## config.mk

```make
export PLATFORM = sky130hd
export DESIGN_NAME = serial_addsub_flat
export DESIGN_NICKNAME = d
export VERILOG_FILES = /design/src/rtl/serial_addsub_if.sv /design/src/rtl/serial_addsub.sv /design/src/flat_wrapper.sv
export SDC_FILE = /design/constraint.sdc
export NUM_CORES = 1
export LEC_CHECK = 0
export CORE_ASPECT_RATIO = 1.75
export CORE_MARGIN = 5
export CORE_UTILIZATION = 40
export CTS_BUF_LIST = sky130_fd_sc_hd__clkbuf_8
export DETAILED_ROUTE_END_ITERATION = 6
export GPL_TIMING_DRIVEN = 1
export PLACE_DENSITY = 0.74
export SLEW_MARGIN = 20
export SYNTH_ARGS = -nofsm -noshare
export SYNTH_HDL_FRONTEND = slang
export SYNTH_SLANG_ARGS = --single-unit
export TNS_END_PERCENT = 5
```

## constraint.sdc

```tcl
create_clock -name clk -period 2.7 [get_ports clk]
set_input_delay 0.27 -clock clk [delete_from_list [all_inputs] [get_ports clk]]
set_output_delay 0.27 -clock clk [all_outputs]
set_load 0.01 [all_outputs]
```

## src/rtl/serial_addsub_if.sv

```systemverilog
// serial_addsub_if: handshake and operand/result bundle for serial_addsub.
//   master drives : start, sub, cin, a, b
//   slave drives  : busy, done, sum, cout, ovf
// WIDTH must match the WIDTH of the serial_addsub instance it connects to.
interface serial_addsub_if #(
    parameter int WIDTH = 8
);
    logic             start;
    logic             sub;
    logic             cin;
    logic [WIDTH-1:0] a;
    logic [WIDTH-1:0] b;
    logic             busy;
    logic             done;
    logic [WIDTH-1:0] sum;
    logic             cout;
    logic             ovf;

    modport master (
        output start, sub, cin, a, b,
        input  busy, done, sum, cout, ovf
    );

    modport slave (
        input  start, sub, cin, a, b,
        output busy, done, sum, cout, ovf
    );
endinterface

```

## src/rtl/serial_addsub.sv

```systemverilog
// serial_addsub: multi-cycle adder/subtractor. It processes DIGIT bits per clock
// and chains a registered carry between digits, so a WIDTH-bit operation takes
// N = WIDTH/DIGIT RUN cycles plus one DONE cycle.
// Ports:
//   clk  rising-edge clock
//   rst  synchronous active-high reset; it aborts any operation in flight
//   bus  serial_addsub_if.slave: start/sub/cin/a/b in; busy/done/sum/cout/ovf out
// sub=1 computes a + ~b + ~cin, which equals a - b - cin (cin acts as borrow-in).
module serial_addsub #(
    parameter int WIDTH = 8,
    parameter int DIGIT = 1
) (
    input logic           clk,
    input logic           rst,
    serial_addsub_if.slave bus
);
    localparam int N     = WIDTH / DIGIT;
    localparam int CNT_W = (N > 1) ? $clog2(N) : 1;
    localparam int IDX_W = $clog2(WIDTH);

    typedef enum logic [1:0] {IDLE, RUN, DONE} state_t;

    state_t             state;
    state_t             state_n;
    logic               busy;
    logic               done;

    logic [WIDTH-1:0]   a_q;
    logic [WIDTH-1:0]   b_q;     // already inverted for subtraction
    logic               carry;
    logic [CNT_W-1:0]   count;
    logic [WIDTH-1:0]   sum_q;
    logic               cout_q;
    logic               ovf_q;

    logic [IDX_W-1:0]   base;
    logic [DIGIT:0]     dsum;
    logic               last;

    // Digit slice selected by the step counter; the LSB digit goes first.
    assign base = IDX_W'(count * DIGIT);
    assign last = (count == CNT_W'(N - 1));
    assign dsum = {1'b0, a_q[base +: DIGIT]}
                + {1'b0, b_q[base +: DIGIT]}
                + {{DIGIT{1'b0}}, carry};

    always_ff @(posedge clk) begin
        if (rst) begin
            state <= IDLE;
        end else begin
            state <= state_n;
        end
    end

    always_comb begin
        state_n = state;
        busy    = 1'b0;
        done    = 1'b0;
        case (state)
            IDLE: begin
                if (bus.start) begin
                    state_n = RUN;
                end
            end
            RUN: begin
                busy = 1'b1;
                if (last) begin
                    state_n = DONE;
                end
            end
            DONE: begin
                busy    = 1'b1;
                done    = 1'b1;
                state_n = IDLE;
            end
            default: begin
                state_n = IDLE;
            end
        endcase
    end

    always_ff @(posedge clk) begin
        if (rst) begin
            a_q    <= '0;
            b_q    <= '0;
            carry  <= 1'b0;
            count  <= '0;
            sum_q  <= '0;
            cout_q <= 1'b0;
            ovf_q  <= 1'b0;
        end else begin
            case (state)
                IDLE: begin
                    if (bus.start) begin
                        a_q   <= bus.a;
                        b_q   <= bus.sub ? ~bus.b : bus.b;
                        // In sub mode the incoming borrow becomes an inverted carry.
                        carry <= bus.cin ^ bus.sub;
                        count <= '0;
                    end
                end
                RUN: begin
                    sum_q[base +: DIGIT] <= dsum[DIGIT-1:0];
                    carry                <= dsum[DIGIT];
                    if (last) begin
                        cout_q <= dsum[DIGIT];
                        // Carry into the MSB is recovered from the MSB operand and result bits.
                        ovf_q  <= a_q[WIDTH-1] ^ b_q[WIDTH-1] ^ dsum[DIGIT-1] ^ dsum[DIGIT];
                    end else begin
                        count <= count + CNT_W'(1);
                    end
                end
                default: begin
                end
            endcase
        end
    end

    assign bus.busy = busy;
    assign bus.done = done;
    assign bus.sum  = sum_q;
    assign bus.cout = cout_q;
    assign bus.ovf  = ovf_q;
endmodule

```

## src/flat_wrapper.sv

```systemverilog
// flat-port wrapper written by rule: the top's interface ports become plain ports
module serial_addsub_flat 
#(
    parameter int WIDTH = 8,
    parameter int DIGIT = 1
)
  (clk, rst, bus_start, bus_sub, bus_cin, bus_a, bus_b, bus_busy, bus_done, bus_sum, bus_cout, bus_ovf);
  serial_addsub_if #(.WIDTH(WIDTH)) bus_i ();
  input logic clk;
  input logic rst;
  input wire logic [$bits(bus_i.start)-1:0] bus_start;
  input wire logic [$bits(bus_i.sub)-1:0] bus_sub;
  input wire logic [$bits(bus_i.cin)-1:0] bus_cin;
  input wire logic [$bits(bus_i.a)-1:0] bus_a;
  input wire logic [$bits(bus_i.b)-1:0] bus_b;
  output wire logic [$bits(bus_i.busy)-1:0] bus_busy;
  output wire logic [$bits(bus_i.done)-1:0] bus_done;
  output wire logic [$bits(bus_i.sum)-1:0] bus_sum;
  output wire logic [$bits(bus_i.cout)-1:0] bus_cout;
  output wire logic [$bits(bus_i.ovf)-1:0] bus_ovf;
  assign bus_i.start = bus_start;
  assign bus_i.sub = bus_sub;
  assign bus_i.cin = bus_cin;
  assign bus_i.a = bus_a;
  assign bus_i.b = bus_b;
  assign bus_busy = bus_i.busy;
  assign bus_done = bus_i.done;
  assign bus_sum = bus_i.sum;
  assign bus_cout = bus_i.cout;
  assign bus_ovf = bus_i.ovf;
  serial_addsub #(.WIDTH(WIDTH), .DIGIT(DIGIT)) u_core (.clk(clk), .rst(rst), .bus(bus_i));
endmodule
```

==> reports/qor.txt <==
CP arrival = 2.77 ns
slowest cell delay on critical path = 0.59 ns
Post-synth EDFFs = 0
Num CTS Buffers = 5
Worst setup SP type = flip-flop
worst min path class = reg -> reg
CTS sink count = 32
Pre-antenna DRT Iters = 4
kind of critical path = reg -> reg
post-synthesis register bit count = 32
Remaining Overflow, GRT = 0
RSZ-0062 raised after global routing = false
YS warnings = 0
DIE AREA = 6020 µm²
core box area = 4400 µm²
Final Skew = 0.00672 ns
Final Critical Period = 2.55 ns
antenna cells = 0
final setup fails = 0
WP data required = 2.91 ns
TNS Setup = 0 ns
Tcrit/Tclk final = 94.6%
Synthesized Nets = 235
LEAKAGE = 0.000871 µW
WL per Instance = 13.0 µm
clk slew on worst S/H paths = 0.07 ns
CP max stage cell = mux4_1
Post-Layout Cell Count = 286
vias per cell = 5.24
post-route antenna net violation count = 0
Initial Utilization = 41.1%
cell count after synthesis = 203
status = finished, final reports clean
FF-to-FF End = u_core.bus.sum[7]
busiest grt layer = met2
# nets final = 266
largest net degree at the start of global routing = 25
first-pass GRT wire length = 6.33 mm
most frequent CP cell = nand2_1
hold slack = 0.454 ns
dpl hpwl = 2.92 mm
Post-DP Area = 2150 µm²
area delta synth->final = 24.9%
Die W = 60.8 µm
worst slew margin relative to its limit = 68.5%
reg2reg setup slack = 0.15 ns
worst hold endpoint = u_core.a_q[6]
Avg Cell Area, Syn = 8.91 µm²
Die Span Y = 99.0 µm
Max H-tree Level = 2
Placer Congestion = 0.837
Worst Setup End Kind = flip-flop
CP Max Fanout = 5
hold buffer count at cts = 0
max-slew violations = 0
# Post-CTS Setup Buffers = 0
vias post-DR = 1500
Top FF cell, synth = dfxtp_1
mapped cell area = 1810 µm²
Reg2Reg Depth = 7
Final Hold Fails = 0
HP Start = u_core.a_q[6]
Pwr Density = 523 nW/µm²
Post-synth ARST share = 0%
# IOs = 33
cell count after placement = 278
crit path cell chain = mux4_1 > nand2_1 > nand2_1 > fa_1 > nor2b_4 > or4b_1 > mux2i_1
CTS tree = built
max-cap violations = 0
Slew @ Worst Pin = 0.471 ns
sequential element share of the synthesized area = 35.4%
worst skew pair latency = 0.29 ns
met1 usage = 12.8%
Max Buffers Root-to-Sink = 2
final wirelength = 3.72 mm
GRT Overall Usage = 13.9%
Design Area, Final = 2260 µm²
M2 GR Usage = 26.2%
1st-iter DRT viols = 24
Max VDD drop = 640 µV
count of cell types in the netlist = 46
FP Rows = 32
launching point of the worst reg2reg path = u_core.count[0]
DRC = 0
Resize count post-CTS = 0
fraction of layout cells with a size suffix above 1 = 8.94%
vias in the first global route = 1444
routing usage on met3 = 2.62%
WHS Path Cells = 2
PortBufs = 32
Root Driver = clkbuf_8
initial antenna violation count = 0
Fmax = 0.391 GHz
Final Util = 51.3%
synthesized netlist by cell type, types with 3 or more instances:
library cell   n  area [µm²]
a21oi_1       15        75.1
inv_1          6        22.5
nor2b_1        4        25.0
mux2i_1        6        60.1
nor3_1         4        20.0
buf_4          4        30.0
buf_2          5        25.0
nand2_1       36         135
xnor2_1       11        96.3
ha_1          10         125
dfxtp_1       32         641
mux4_2         3        67.6
nand2b_1       4        25.0
nand3b_1       3        22.5
nor2_1         9        33.8
nand3_1        7        35.0
clkbuf_1       3        11.3
a211oi_1       8        60.1
flip-flops by register name, indices dropped and copies added, names as in the netlist:
name	cells
u_core.a_q	8
u_core.b_q	8
u_core.bus.cout	1
u_core.bus.ovf	1
u_core.bus.sum	8
u_core.carry	1
u_core.count	3
u_core.state	2
layout by cell type, fill, tap and decap left out, types with 2 or more instances in the layout:
master	netlist	routed
nand2b_1	4	4
nand2_1	36	36
ha_1	10	10
nor2b_1	4	4
clkbuf_8	0	5
a211oi_1	8	8
clkdlybuf4s50_1	0	32
buf_4	4	7
xnor2_1	11	11
a32oi_1	2	2
dfxtp_1	32	32
nand3_1	7	7
nand3b_1	3	3
inv_1	6	7
nor2_1	9	9
a21oi_1	15	15
o21ai_0	2	2
a31oi_1	2	2
mux2i_1	6	6
nor3_1	4	4
a21o_1	2	2
mux4_2	3	3
layout make-up:
cell class,instances,area [µm²]
fillers,428,2140
clock inverters,3,38.8
repair buffers,39,373
flip-flops and latches,32,641
inverters,8,30.0
well taps,51,63.8
multi-input cells,148,1040
clock buffers,5,68.8
where the power goes:
group,internal (µW),total (µW),switching [µW]
clock,270,441,172
combinational,117,226,109
sequential,498,515,16.9
total,885,1180,297
metrics by stage:
stage          total power, µW  worst slack [ns]
2_1_floorplan              684            0.0986
3_3_place_gp               750             0.248
3_5_place_dp               752             0.155
4_1_cts                   1200             0.131
5_1_grt                   1240            0.0182
6_report                  1180             0.145
worst max-delay path, delay by kind of cell, from the launching register on:
| family | cells | cell delay [ns] |
|---|---|---|
| and+or+nand+nor | 4 | 0.77 |
| muxes | 2 | 0.74 |
| adders and majority gates | 1 | 0.51 |
| DFF | 1 | 0.46 |
worst max-delay path by stage:
stage | start | endpoint | slack (ns) | depth (start not counted)
after floorplan | u_core.count[0] | u_core.bus.sum[7] | 0.1 | 9
after global placement | u_core.count[0] | u_core.bus.sum[7] | 0.25 | 7
after detailed placement | u_core.count[0] | u_core.bus.sum[7] | 0.16 | 7
after CTS | u_core.count[0] | u_core.bus.sum[7] | 0.13 | 7
after global routing | u_core.count[0] | u_core.bus.sum[7] | 0.02 | 7
final | u_core.count[0] | u_core.bus.sum[7] | 0.15 | 7
cell families (layout without fill, tap and decap cells):
family | after synthesis | in the layout | share of synthesized area (%)
compound gates | 39 | 39 | 14.5
xor+xnor | 12 | 12 | 5.81
fa+ha+maj | 11 | 11 | 8.02
flops | 32 | 32 | 35.4
simple gates | 75 | 75 | 20.3
buf+inv | 23 | 55 | 6.85
mux | 11 | 11 | 9.13
routing by layer:
layer | up-vias | wire, µm | share of wire, %
li1 | 766 | - | -
met1 | 702 | 1320 | 35
met2 | 24 | 2170 | 58
met3 | 8 | 112 | 3.0
met4 | 0 | 119 | 3.2
met5 | - | 0 | 0
Power figures use the tool's default switching activity.
